## src/rtl/qmem_arbiter_rr_if.sv

```systemverilog
// qmem bus bundle between N masters and one shared slave, as seen by the arbiter.
// The slave modport is the arbiter; the master modport is the surrounding system.
interface qmem_arbiter_rr_if #(
    parameter int QAW = 32,
    parameter int QDW = 32,
    parameter int QSW = QDW/8,
    parameter int MN  = 2
);
    logic [MN-1:0]     qm_cs;
    logic [MN-1:0]     qm_we;
    logic [MN*QSW-1:0] qm_sel;
    logic [MN*QAW-1:0] qm_adr;
    logic [MN*QDW-1:0] qm_dat_w;
    logic [MN*QDW-1:0] qm_dat_r;
    logic [MN-1:0]     qm_ack;
    logic [MN-1:0]     qm_err;

    logic              qs_cs;
    logic              qs_we;
    logic [QSW-1:0]    qs_sel;
    logic [QAW-1:0]    qs_adr;
    logic [QDW-1:0]    qs_dat_w;
    logic [QDW-1:0]    qs_dat_r;
    logic              qs_ack;
    logic              qs_err;

    modport slave (
        input  qm_cs, qm_we, qm_sel, qm_adr, qm_dat_w,
        output qm_dat_r, qm_ack, qm_err,
        output qs_cs, qs_we, qs_sel, qs_adr, qs_dat_w,
        input  qs_dat_r, qs_ack, qs_err
    );

    modport master (
        output qm_cs, qm_we, qm_sel, qm_adr, qm_dat_w,
        input  qm_dat_r, qm_ack, qm_err,
        input  qs_cs, qs_we, qs_sel, qs_adr, qs_dat_w,
        output qs_dat_r, qs_ack, qs_err
    );
endinterface

```

## src/rtl/qmem_arbiter_rr.sv

```systemverilog
// N-master to 1-slave qmem arbiter, fixed-priority or round-robin, with a grant held
// until the slave terminates the transfer and an optional no-response watchdog.
module qmem_arbiter_rr #(
    parameter int QAW = 32,
    parameter int QDW = 32,
    parameter int QSW = QDW/8,
    parameter int MN  = 2,
    parameter int RR  = 1,
    parameter int TO  = 0,
    parameter int TW  = 8
) (
    input  logic          clk,
    input  logic          rst,
    qmem_arbiter_rr_if.slave bus,
    output logic [MN-1:0] ms,
    output logic          tmo
);
    localparam int LW = (MN > 1) ? $clog2(MN) : 1;
    localparam logic [TW-1:0] TO_CNT = TW'(TO);

    logic [MN-1:0] ms_reg;
    logic [MN-1:0] ms_new;
    logic [LW-1:0] last;
    logic [LW-1:0] ms_idx;
    logic [TW-1:0] cnt;
    logic          tmo_i;
    logic          term;

    // Walk the candidates from farthest to nearest so the nearest requester wins.
    always_comb begin
        logic [LW-1:0] idx;
        idx    = '0;
        ms_new = '0;
        for (int k = MN-1; k >= 0; k--) begin
            if (RR != 0)
                idx = LW'((int'(last) + 1 + k) % MN);
            else
                idx = LW'(k);
            if (bus.qm_cs[idx]) begin
                ms_new      = '0;
                ms_new[idx] = 1'b1;
            end
        end
    end

    always_comb begin
        if (!rst)
            ms = '0;
        else if (ms_reg != '0)
            ms = ms_reg;
        else
            ms = ms_new;
    end

    always_comb begin
        ms_idx = '0;
        for (int i = 0; i < MN; i++)
            if (ms[i]) ms_idx = LW'(i);
    end

    always_comb begin
        bus.qs_cs    = 1'b0;
        bus.qs_we    = 1'b0;
        bus.qs_sel   = '0;
        bus.qs_adr   = '0;
        bus.qs_dat_w = '0;
        for (int i = 0; i < MN; i++) begin
            if (ms[i]) begin
                bus.qs_cs    = bus.qm_cs[i];
                bus.qs_we    = bus.qm_we[i];
                bus.qs_sel   = bus.qm_sel[QSW*i +: QSW];
                bus.qs_adr   = bus.qm_adr[QAW*i +: QAW];
                bus.qs_dat_w = bus.qm_dat_w[QDW*i +: QDW];
            end
        end
    end

    // A real slave response in the same cycle always beats the watchdog.
    assign tmo_i = (TO != 0) && (ms != '0) && (cnt == TO_CNT) && !bus.qs_ack && !bus.qs_err;
    assign term  = bus.qs_ack | bus.qs_err | tmo_i;
    assign tmo   = tmo_i;

    assign bus.qm_dat_r = {MN{bus.qs_dat_r}};
    assign bus.qm_ack   = ms & {MN{bus.qs_ack}};
    assign bus.qm_err   = ms & {MN{bus.qs_err | tmo_i}};

    always_ff @(posedge clk) begin
        if (!rst) begin
            ms_reg <= '0;
            last   <= LW'(MN-1);
            cnt    <= '0;
        end else begin
            if (term)
                ms_reg <= '0;
            else if (ms_reg == '0)
                ms_reg <= ms_new;

            if (term && (ms != '0))
                last <= ms_idx;

            if ((ms == '0) || term)
                cnt <= '0;
            else if (cnt != TO_CNT)
                cnt <= cnt + 1'b1;
        end
    end
endmodule

```

## src/flat_wrapper.sv

```systemverilog
// flat-port wrapper written by rule: the top's interface ports become plain ports
module qmem_arbiter_rr_flat 
#(
    parameter int QAW = 32,
    parameter int QDW = 32,
    parameter int QSW = QDW/8,
    parameter int MN  = 2,
    parameter int RR  = 1,
    parameter int TO  = 0,
    parameter int TW  = 8
)
  (clk, rst, ms, tmo, bus_qm_cs, bus_qm_we, bus_qm_sel, bus_qm_adr, bus_qm_dat_w, bus_qm_dat_r, bus_qm_ack, bus_qm_err, bus_qs_cs, bus_qs_we, bus_qs_sel, bus_qs_adr, bus_qs_dat_w, bus_qs_dat_r, bus_qs_ack, bus_qs_err);
  qmem_arbiter_rr_if #(.QAW(QAW), .QDW(QDW), .QSW(QSW), .MN(MN)) bus_i ();
  input  logic clk;
  input  logic rst;
  output logic [MN-1:0] ms;
  output logic tmo;
  input wire logic [$bits(bus_i.qm_cs)-1:0] bus_qm_cs;
  input wire logic [$bits(bus_i.qm_we)-1:0] bus_qm_we;
  input wire logic [$bits(bus_i.qm_sel)-1:0] bus_qm_sel;
  input wire logic [$bits(bus_i.qm_adr)-1:0] bus_qm_adr;
  input wire logic [$bits(bus_i.qm_dat_w)-1:0] bus_qm_dat_w;
  output wire logic [$bits(bus_i.qm_dat_r)-1:0] bus_qm_dat_r;
  output wire logic [$bits(bus_i.qm_ack)-1:0] bus_qm_ack;
  output wire logic [$bits(bus_i.qm_err)-1:0] bus_qm_err;
  output wire logic [$bits(bus_i.qs_cs)-1:0] bus_qs_cs;
  output wire logic [$bits(bus_i.qs_we)-1:0] bus_qs_we;
  output wire logic [$bits(bus_i.qs_sel)-1:0] bus_qs_sel;
  output wire logic [$bits(bus_i.qs_adr)-1:0] bus_qs_adr;
  output wire logic [$bits(bus_i.qs_dat_w)-1:0] bus_qs_dat_w;
  input wire logic [$bits(bus_i.qs_dat_r)-1:0] bus_qs_dat_r;
  input wire logic [$bits(bus_i.qs_ack)-1:0] bus_qs_ack;
  input wire logic [$bits(bus_i.qs_err)-1:0] bus_qs_err;
  assign bus_i.qm_cs = bus_qm_cs;
  assign bus_i.qm_we = bus_qm_we;
  assign bus_i.qm_sel = bus_qm_sel;
  assign bus_i.qm_adr = bus_qm_adr;
  assign bus_i.qm_dat_w = bus_qm_dat_w;
  assign bus_qm_dat_r = bus_i.qm_dat_r;
  assign bus_qm_ack = bus_i.qm_ack;
  assign bus_qm_err = bus_i.qm_err;
  assign bus_qs_cs = bus_i.qs_cs;
  assign bus_qs_we = bus_i.qs_we;
  assign bus_qs_sel = bus_i.qs_sel;
  assign bus_qs_adr = bus_i.qs_adr;
  assign bus_qs_dat_w = bus_i.qs_dat_w;
  assign bus_i.qs_dat_r = bus_qs_dat_r;
  assign bus_i.qs_ack = bus_qs_ack;
  assign bus_i.qs_err = bus_qs_err;
  qmem_arbiter_rr #(.QAW(QAW), .QDW(QDW), .QSW(QSW), .MN(MN), .RR(RR), .TO(TO), .TW(TW)) u_core (.clk(clk), .rst(rst), .bus(bus_i), .ms(ms), .tmo(tmo));
endmodule
```

## config.mk

```make
export PLATFORM = sky130hd
export DESIGN_NAME = qmem_arbiter_rr_flat
export DESIGN_NICKNAME = d
export VERILOG_FILES = /design/src/rtl/qmem_arbiter_rr_if.sv /design/src/rtl/qmem_arbiter_rr.sv /design/src/flat_wrapper.sv
export SDC_FILE = /design/constraint.sdc
export NUM_CORES = 1
export LEC_CHECK = 0
export ABC_AREA = 1
export CORE_AREA = 3 3 122 124
export CTS_CLUSTER_DIAMETER = 150
export DETAILED_ROUTE_END_ITERATION = 16
export DIE_AREA = 0 0 125 127
export GPL_ROUTABILITY_DRIVEN = 0
export REMOVE_ABC_BUFFERS = 1
export SETUP_SLACK_MARGIN = 0.05
export SLEW_MARGIN = 15
export SYNTH_ARGS = -nofsm -noshare
export SYNTH_HDL_FRONTEND = slang
export SYNTH_SLANG_ARGS = --single-unit
```

## constraint.sdc

```tcl
create_clock -name clk -period 1.5 [get_ports clk]
set_input_delay 0.3 -clock clk [delete_from_list [all_inputs] [get_ports clk]]
set_output_delay 0.3 -clock clk [all_outputs]
set_load 0.05 [all_outputs]
```

==> results.sh <==
export IMPL_ys_warn_count=0
export IMPL_timing_critical_path_from="bus_qm_cs[0]"
export IMPL_synth_distinct_cells=15
export IMPL_crit_required_ps=1200
export IMPL_critPathMaxFanout=8
export IMPL_syn_to_final_growth_pct=205
export IMPL_rsz0062_at_grt="true"
export IMPL_ys_seq_area_frac=0.0319
export IMPL_cts_buffer_depth=2
export IMPL_placed_cell_area_sq_mm=0.00457
export IMPL_final_nets=690
export IMPL_fin_crit_ps=1980
export IMPL_fmax_mhz=506
export IMPL_ir_drop_mv=0.320
export IMPL_r2r_start="u_core.last"
export IMPL_power_density_mw_per_mm2=544
export IMPL_final_common_cell="clkdlybuf4s50_1"
export IMPL_final_cells=693
export IMPL_h_tree_depth=1
export IMPL_die_y_um=127
export IMPL_cts_tree="yes"
export IMPL_combPwrFrac=0.835
export IMPL_power_mw=3.13
export IMPL_syn_area_sq_mm=0.00188
export IMPL_p_leak_nw=2.51
export IMPL_grt_overflow=0
export IMPL_path_clk_slew_ps=30
export IMPL_antenna_left=0
export IMPL_clock_power_share=0.137
export IMPL_finalSetupTns_ps=-29010
export IMPL_insertion_delay_ps=220
export IMPL_num_rows=43
export IMPL_design_die_area_sq_mm=0.0159
export IMPL_slew_violations=0
export IMPL_grt_pass1_vias=3265
export IMPL_wl_per_cell_um=20.7
export IMPL_cp_start_kind="input pin"
export IMPL_synth_seq_cells=3
export IMPL_fill_cells=1313
export IMPL_crit_arrival_ps=1680
export IMPL_period_share=1.32
export IMPL_vias=3117
export IMPL_drtIter0Drc=85
export IMPL_grt_max_degree=39
export IMPL_swShare=0.430
export IMPL_status="finished with violations"
export IMPL_finalSetupViolCount=76
export IMPL_cts_made_buffers=3
export IMPL_final_cell_mix="140 x clkdlybuf4s50_1, 90 x buf_12, 79 x nand2_2"
export IMPL_syn_avg_cell_area_sq_um=5.54
export IMPL_internal_power_mw=1.78
export IMPL_coreArea_sq_mm=0.0139
export IMPL_die_x_um=125
export IMPL_p_sw_mw=1.35
export IMPL_hold_buffers=0
export IMPL_antenna_found_initial=0
export IMPL_viasPerCell=4.50
export IMPL_routed_wl_mm=14.3
export IMPL_grt_pass1_wl_mm=19.8
export IMPL_drtPass1Iterations=4
export IMPL_hold_path_depth=4
export IMPL_dp_slack_ps=-705
export IMPL_worstHoldStart="rst"
export IMPL_failed_checks="negative setup slack"
export IMPL_largest_register_ff_count=2
export IMPL_synthCells=340
export IMPL_dp_cells=659
export IMPL_start_util=0.136
export IMPL_crit_type="in -> out"
export IMPL_finalClockSkew_ps=0.459
export IMPL_cts_sinks=3
export IMPL_globalRouteTotalUtil=0.161
export IMPL_worstRegToRegCells=10
export IMPL_hpwl_mm=9.66
export IMPL_drc=0
export IMPL_postLayoutCellArea_sq_mm=0.00575
export IMPL_io_pins=317
export IMPL_p_seq_frac=0.028
export IMPL_maxCapViolCount=0
export IMPL_hold_viol_final=0
export IMPL_endpoint_kind="primary output"
export IMPL_root_buffer="clkbuf_16"
export IMPL_placement_io_buffers=219
export IMPL_diodes=0
export IMPL_worst_hold_path_type="in -> reg"
export IMPL_timing_final_ws_setup_ps=-475
export IMPL_drive_gt1_frac=0.487
## worst max-delay path: stages
cell and delay, ps:
clkdlybuf4s15_1 240, nand2_2 100, a21oi_4 160, buf_12 140
nor2_8 40, buf_12 130, buf_12 130, buf_16 150
nand2_2 60, nand2_2 60, buf_12 150
## cell type report
cell class	instances	area [sq um]	share of cell area
repair buffers	264	3780	0.658
multi-input cells	233	1560	0.271
well taps	180	225	0.0392
clock buffers	4	78.8	0.0137
flip-flops and latches	3	63.8	0.0111
inverters	9	38.8	0.00674
## per-stage QoR
stage | util | hold WS [ps]
final | 0.414 | 533
after global routing | 0.414 | 548
after CTS | 0.394 | 533
after detailed placement | 0.329 | 536
after global placement | 0.329 | 536
after floorplan | - | 438
## path summary, 6_finish.rpt
check	end	slack, ps
worst min register to register	u_core.last	570
worst max register to register	u_core.last	300
worst max-delay path	bus_qs_we	-480
worst min-delay path	u_core.ms_reg[0]	530
## synth_stat cells, drive strengths merged
cell type,number,area (sq um)
buf,87,677
nor2,9,52.6
inv,9,33.8
nand3,2,10.0
a21oi,1,16.3
clkbuf,8,30.0
dfxtp,3,60.1
nand2,150,563
conb,1,3.75
nand4,70,438
## repair_timing
item / 4_1_cts / 5_1_grt
pin swaps: 16 / 20
endpoints found under the hold margin: 0 / 0
buffers inserted: 12 / 2
gates resized for setup: 149 / 31
gates cloned: 10 / 6
endpoints found under the setup margin: 77 / 76
## power groups by stage
stage | combinational (mW) | sequential, mW | clock, mW
6_report | 2.61 | 0.0886 | 0.428
5_1_grt | 2.71 | 0.0890 | 0.448
4_1_cts | 2.49 | 0.0884 | 0.435
3_5_place_dp | 2.12 | 0.0877 | 0
3_3_place_gp | 2.10 | 0.0874 | 0
2_1_floorplan | 0.819 | 0.0874 | 0
## metal layers
metal	global-route usage	vias up	part of all wire	wire, um
met5	0.0372	-	0.0047	68
met4	0.0287	2	0.015	211
met3	0.0974	21	0.14	1960
met2	0.247	242	0.45	6450
met1	0.193	1439	0.39	5640
li1	-	1413	-	-
## logic make-up after synthesis
group / Yosys count / share of synthesized area
AOI/OAI and AO/OA: 1 / 0.00863
other: 1 / 0.00199
buffers and inverters: 104 / 0.393
DFF: 3 / 0.0319
and+or+nand+nor: 231 / 0.564
(Power assumes the default switching activity.)
